$ cat config.mk
export PLATFORM = sky130hd
export DESIGN_NAME = bit_serial_sub_8
export DESIGN_NICKNAME = d
export VERILOG_FILES = /design/src/rtl/bit_serial_sub_8_pkg.sv /design/src/rtl/bit_serial_sub_8_full_subtractor.sv /design/src/rtl/bit_serial_sub_8.sv
export SDC_FILE = /design/constraint.sdc
export NUM_CORES = 1
export LEC_CHECK = 0
export CORE_UTILIZATION = 45
export CTS_CLUSTER_DIAMETER = 30
export DETAILED_ROUTE_END_ITERATION = 16
export DONT_BUFFER_PORTS = 1
export PLACE_DENSITY = 0.58
export SLEW_MARGIN = 25
export SYNTH_ARGS = -nofsm -noshare
export SYNTH_HDL_FRONTEND = slang
export SYNTH_HIERARCHICAL = 1
export SYNTH_SLANG_ARGS = --single-unit
$ cat constraint.sdc
create_clock -name clk -period 2.28 [get_ports clk]
set_clock_uncertainty 0.2 [all_clocks]
set_input_delay 0.57 -clock clk [delete_from_list [all_inputs] [get_ports clk]]
set_output_delay 0.57 -clock clk [all_outputs]
set_load 0.005 [all_outputs]
$ cat src/rtl/bit_serial_sub_8_pkg.sv
// Shared definitions for the bit-serial subtractor: FSM encoding, default width
// and the counter-width helper.
package bit_serial_sub_8_pkg;

  typedef enum logic {
    IDLE  = 1'b0,
    SHIFT = 1'b1
  } state_t;

  localparam int unsigned DEFAULT_WIDTH = 8;

  function automatic int unsigned cnt_width(input int unsigned w);
    return (w > 1) ? $clog2(w) : 1;
  endfunction

endpackage

$ cat src/rtl/bit_serial_sub_8_full_subtractor.sv
// One-bit full subtractor: diff = x - y - bin, with borrow out.
module full_subtractor_1_bit (
  input  logic x,
  input  logic y,
  input  logic bin,
  output logic diff,
  output logic bout
);

  always_comb begin
    diff = x ^ y ^ bin;
    bout = (~x & y) | (~(x ^ y) & bin);
  end

endmodule

$ cat src/rtl/bit_serial_sub_8.sv
// Sequential subtractor computing d = a - b - b_in one bit per clock, LSB first,
// with a start/busy/done handshake and borrow/overflow/zero flags.
module bit_serial_sub_8
  import bit_serial_sub_8_pkg::*;
#(
  parameter int unsigned WIDTH = DEFAULT_WIDTH
) (
  input  logic             clk,
  input  logic             rst,
  input  logic             start,
  input  logic [WIDTH-1:0] a,
  input  logic [WIDTH-1:0] b,
  input  logic             b_in,
  output logic             busy,
  output logic             done,
  output logic [WIDTH-1:0] d,
  output logic             b_out,
  output logic             v,
  output logic             z
);

  localparam int unsigned CW = cnt_width(WIDTH);
  localparam logic [CW-1:0] LAST = CW'(WIDTH - 1);

  state_t            state;
  state_t            state_next;
  logic [WIDTH-1:0]  sa;
  logic [WIDTH-1:0]  sb;
  logic [WIDTH-1:0]  sr;
  logic [WIDTH-1:0]  res_next;
  logic              br;
  logic              br_next;
  logic              dbit;
  logic [CW-1:0]     cnt;

  full_subtractor_1_bit u_fs (
    .x    (sa[0]),
    .y    (sb[0]),
    .bin  (br),
    .diff (dbit),
    .bout (br_next)
  );

  always_comb begin
    state_next = state;
    res_next   = {dbit, sr[WIDTH-1:1]};
    case (state)
      IDLE:    if (start) state_next = SHIFT;
      SHIFT:   if (cnt == LAST) state_next = IDLE;
      default: state_next = IDLE;
    endcase
  end

  assign busy = (state == SHIFT);

  always_ff @(posedge clk) begin
    if (rst) begin
      state <= IDLE;
      sa    <= '0;
      sb    <= '0;
      sr    <= '0;
      br    <= 1'b0;
      cnt   <= '0;
      done  <= 1'b0;
      d     <= '0;
      b_out <= 1'b0;
      v     <= 1'b0;
      z     <= 1'b0;
    end else begin
      state <= state_next;
      case (state)
        IDLE: begin
          done <= 1'b0;
          if (start) begin
            sa    <= a;
            sb    <= b;
            br    <= b_in;
            cnt   <= '0;
            sr    <= '0;
            d     <= '0;
            b_out <= 1'b0;
            v     <= 1'b0;
            z     <= 1'b0;
          end
        end
        SHIFT: begin
          sa  <= sa >> 1;
          sb  <= sb >> 1;
          sr  <= res_next;
          br  <= br_next;
          cnt <= cnt + CW'(1);
          // On the MSB step br is the borrow into the MSB, so br ^ br_next is signed overflow.
          if (cnt == LAST) begin
            d     <= res_next;
            b_out <= br_next;
            v     <= br ^ br_next;
            z     <= (res_next == '0);
            done  <= 1'b1;
          end
        end
        default: ;
      endcase
    end
  end

endmodule
After elaboration in Yosys (flattened, before gate mapping):

Index checks and enable logic that the tools add are counted.

* input bits: 20
* output and inout port bits: 13
* word-level logic and storage cells: 50
* flip-flop bits (word level): 41

* reductions and logical operators: 2
* bitwise gates (word level): 9
* multiplexer cells: 24
* add/sub/neg operators: 1
* equal/unequal tests: 3

Operator list (count)
* $pmux 8 s2: 4
* $mux 8: 4
* $pmux 1 s2: 6
* $logic_not 8->1: 1
* $mux 1: 8
* $pmux 3 s2: 1
* $add 3x1->3 const B: 1
* $eq 3x3->1 const B: 1
* $mux 3: 1
* $not 1->1: 3
* $xor 1x1->1: 3
* $and 1x1->1: 2
* $ne 2x1->1 const B: 1
* $ne 2x2->1 const B: 1
* $reduce_and 2->1: 1
* $or 1x1->1: 1

Depth between registers and ports, before layout:

* word-level depth: 7
* depth in mapped cells: 6
* mapped depth without buffers: 6

Modules after synthesis:

Netlist, hierarchy kept.

By module, submodules not included
* bit_serial_sub_8: instances 1, sequential area each 800.8 sq um, cells an instance 185, area an instance 1806.7 sq um
* full_subtractor_1_bit: instances 1, sequential area each 0.0 sq um, cells an instance 4, area an instance 31.3 sq um

Least setup slack after synthesis:

Ideal clock, no wire load.

* path kind: flip-flop to flip-flop
* start point: register sb[0]
* end point: register z
* data arrival time: 1.809 ns
* stages on the path, launching flop included: 6
* buffers on the path: 0
* data required time: 1.984 ns
* library setup time: 0.096 ns
* path slack: 0.175 ns
* period minus slack after synthesis: 2.105 ns
* cells stage by stage: dfxtp_1 > inv_1 > fa_1 > or4_1 > or4_1 > o41ai_2

* word-level cells in the longest chain between the ends: 5

Ends and longest elaborated chain
* from (decl): line bit_serial_sub_8.sv:28 `logic [WIDTH-1:0] sb;`
* from (signal assigned): line bit_serial_sub_8.sv:88 `sb <= sb >> 1;`
* $xor 1x1->1 (2 in a row): line bit_serial_sub_8_full_subtractor.sv:11 `diff = x ^ y ^ bin;`
* named net dbit: line bit_serial_sub_8.sv:33 `logic dbit;`
* $logic_not 8->1: line bit_serial_sub_8.sv:97 `z <= (res_next == '0);`
* $mux 1: line bit_serial_sub_8.sv:93 `if (cnt == LAST) begin`
* $pmux 1 s2: line bit_serial_sub_8.sv:71 `case (state)`
* to (signal assigned): line bit_serial_sub_8.sv:97
* to (decl): line bit_serial_sub_8.sv:19 `output logic z`

The timed path passes the listed nets, and every way through them passes these cells. The select of a mux whose other input is x is not followed.
A chain may end at the register's enable or synchronous reset.

Worst setup path in the final report:

* start point: register br
* end point: register z

* word-level cells in the longest chain between the ends: 4

Ends and longest elaborated chain
* from (decl): line bit_serial_sub_8.sv:31 `logic br;`
* from (signal assigned): line bit_serial_sub_8.sv:77 `br <= b_in;`
* from (signal assigned): line bit_serial_sub_8.sv:90 `br <= br_next;`
* $xor 1x1->1: line bit_serial_sub_8_full_subtractor.sv:11
* named net dbit: line bit_serial_sub_8.sv:33
* $logic_not 8->1: line bit_serial_sub_8.sv:97
* $mux 1: line bit_serial_sub_8.sv:93
* $pmux 1 s2: line bit_serial_sub_8.sv:71

The timed path passes the listed nets, and every way through them passes these cells. The select of a mux whose other input is x is not followed.

==> summary.md <==
| Metric | Value |
|---|---|
| Status | `complete, but fails checks` |
| Violated checks | `negative setup slack` |
| Worst skew pair latency | `0.29 ns` |
| Largest net degree at the start of global routing | `42` |
| Count of cell types in the netlist | `23` |
| Fin cells | `234` |
| Post-Synth Simple-Gate Area | `0.177` |
| Worst relative slew slack | `0.740` |
| Syn Area/Cell | `9.72 sq um` |
| Min-Delay Path Class | `primary input to flop` |
| Compound-Gate Fraction of Synth Area | `0.0735` |
| Sequential area share after synthesis | `0.436` |
| Yosys Warn Count | `6` |
| Crit path time final | `2.33 ns` |
| Post-Route WL | `3250 um` |
| Clk root buf | `clkbuf_8` |
| MaxCap Viol Count | `0` |
| Most frequent cells in the layout | `dfxtp_1 (38), nor2_1 (37), mux2i_1 (18)` |
| Max Freq | `0.428 GHz` |
| Mux cell area share after synthesis | `0.233` |
| Gpl congestion | `0.740` |
| Fin nets | `209` |
| DIE AREA | `4340 sq um` |
| Gr usage total | `0.176` |
| Final-report max-slew violation count | `0` |
| Data required time of the worst path | `2.28 ns` |
| Period utilization | `1.02` |
| # clock sinks | `40` |
| Global-route wire length before repair | `5700 um` |
| M1 GR Usage | `0.212` |
| Post-cts hold buffer count | `0` |
| Post-Syn Area | `1840 sq um` |
| Commonest non-fill, non-tap cell in the layout | `dfxtp_1` |
| GRT Max-Usage Layer | `met2` |
| Clk slew on worst S/H paths | `0.07 ns` |
| Yosys reg bits | `40` |
| R2R Setup Slk | `-0.05 ns` |
| Clock Tree Buf Depth | `2` |
| Pre-CTS setup slack | `0.0453 ns` |
| Core Region | `3800 sq um` |
| DIE HEIGHT | `65.9 um` |
| Worst setup EP type | `flop` |
| LEAKAGE | `0.000779 uW` |
| Port Buffers | `0` |
| FILL cells | `350` |
| Antenna violations before repair | `0` |
| Overall die width | `65.9 um` |
| Via count | `1268` |
| Fin. Hold Viols | `0` |
| Area delta synth->final | `7.49%` |
| Row count | `22` |
| Worst slew pin tran | `0.391 ns` |
| Setup Crit Path Kind | `flop to flop` |
| Hold WS | `0.145 ns` |
| Share of cells above drive strength 1 | `0.134` |
| Vias in the first global route | `1268` |
| Area of the multi-input gates | `970 sq um` |
| Top-level I/O count | `33` |
| Worst Path Arrival | `2.33 ns` |
| Initial DRC Count | `43` |
| M2 GR Usage | `0.264` |
| RSZ-0062 raised after global routing | `yes` |
| CTS tree | `yes` |
| Startpoint Class | `flop` |
| Clock power share | `0.356` |
| Avg Vias per Cell | `5.42` |
| TritonCTS Buffers | `5` |
| Worst Path Max Fanout | `3` |
| Storage element area | `803 sq um` |
| N_diodes | `0` |
| Initial core utilization | `0.484` |
| DRC viols | `0` |
| Post-Syn Instances | `189` |
| # setup viols final | `1` |
| Final ANT Viol Nets | `0` |
| Total congestion overflow | `0` |
| P_sw | `295 uW` |
| Placed Instance Area | `1860 sq um` |
| DP Cell Count | `225` |
| H-tree lvl count | `2` |
| Mapped Nets | `213` |
| Sequential Power Share | `0.556` |
| Drt pass-1 iters | `4` |
| Sw frac | `0.223` |
| Drt wl/cell | `13.9 um` |
| Logic pwr share | `0.088` |
| Synthesized-area fraction occupied by adder cells | `0.0313` |
| DPL Wire Length | `2110 um` |
| Met3 usage | `0.0793` |
| Largest family of logic cells by synthesized area | `multiplexers` |
| Synth Area in XOR/XNOR | `0.00477` |
| Power density cells | `671 nW/um^2` |
| Internal cell power | `1030 uW` |
| Peak VDD IR | `0.305 mV` |
| Final worst slack | `-0.0538 ns` |
| Final instance area | `1980 sq um` |
==> kinds of logic (layout without fill, tap and decap cells) <==
family                     Yosys count  in the layout
and+or+nand+nor                     62             62
AOI/OAI and AO/OA                   22             22
xor gates and xnor gates             1              1
adders and majority gates            4              4
muxes                               40             40
buffers and inverters               20             17
DFF                                 40             40
==> cells in the mapped netlist <==
master / instances / share of area
mux2_1: 15 / 0.092
nor3b_2: 1 / 0.0068
inv_1: 4 / 0.0082
fa_1: 1 / 0.011
nand4b_1: 1 / 0.0048
a32oi_1: 2 / 0.0095
nor3_1: 2 / 0.0054
dfxtp_1: 40 / 0.44
mux2i_1: 18 / 0.098
a211oi_1: 1 / 0.0041
o41ai_2: 1 / 0.0089
ha_1: 3 / 0.020
nor2_1: 37 / 0.076
nand2_2: 1 / 0.0034
a21oi_1: 17 / 0.046
or4_1: 2 / 0.0082
xnor2_1: 1 / 0.0048
nor3b_1: 17 / 0.069
buf_2: 6 / 0.016
a2bb2oi_1: 1 / 0.0048
nand2b_1: 1 / 0.0034
clkbuf_1: 10 / 0.020
mux2_2: 7 / 0.043
==> path summary, 6_finish.rpt <==
| path | cells after the start | endpoint | from |
|---|---|---|---|
| setup reg to reg | 5 | z | br |
| hold / removal | 1 | d[4] | rst |
| hold reg to reg | 2 | sb[2] | sb[3] |
| setup / recovery | 5 | z | br |
==> flip-flops by register name, indices dropped and copies added, names as in the netlist <==
| name | count |
|---|---|
| b_out | 1 |
| br | 1 |
| busy | 1 |
| cnt | 3 |
| d | 8 |
| done | 1 |
| sa | 8 |
| sb | 8 |
| sr | 7 |
| v | 1 |
| z | 1 |
==> critical path, cell delays in order (launching register included) <==
cell     delay [ns]
dfxtp_2        0.35
inv_2          0.05
fa_1           0.53
or4_1          0.41
or4_4          0.44
o41ai_4        0.27
==> power by group through the flow <==
| stage | combinational, uW | clock [uW] | sequential, uW |
|---|---|---|---|
| 2_1_floorplan | 116 | 0 | 748 |
| 3_3_place_gp | 105 | 0 | 751 |
| 3_5_place_dp | 111 | 0 | 752 |
| 4_1_cts | 111 | 499 | 736 |
| 5_1_grt | 131 | 528 | 739 |
| 6_report | 117 | 472 | 737 |
==> stage by stage <==
| step | utilization | power [uW] | setup TNS (ns) |
|---|---|---|---|
| after detailed placement | 0.490 | 863 | 0 |
| after floorplan | - | 863 | 0 |
| after global placement | 0.490 | 856 | 0 |
| after global routing | 0.520 | 1400 | -0.116 |
| final | 0.520 | 1330 | -0.0538 |
| after CTS | 0.514 | 1350 | 0 |
==> what timing repair did <==
| action | 4_1_cts | 5_1_grt |
|---|---|---|
| endpoints found under the hold margin | 0 | 0 |
| resized for setup | 0 | 4 |
| buffers inserted | 0 | 1 |
| setup endpoints to repair | 0 | 1 |
==> layer usage <==
metal	vias up	part of all wire
met5	-	0
met4	0	0.014
li1	647	-
met1	589	0.49
met2	25	0.43
met3	7	0.056
==> area by class of cell <==
type	instances	share of cell area
Clock buffer	8	0.0456
Inverter	4	0.00760
Multi-Input combinational cell	129	0.491
Sequential cell	40	0.407
Tap cell	48	0.0304
Timing Repair Buffer	5	0.0190
(Power assumes the default switching activity.)
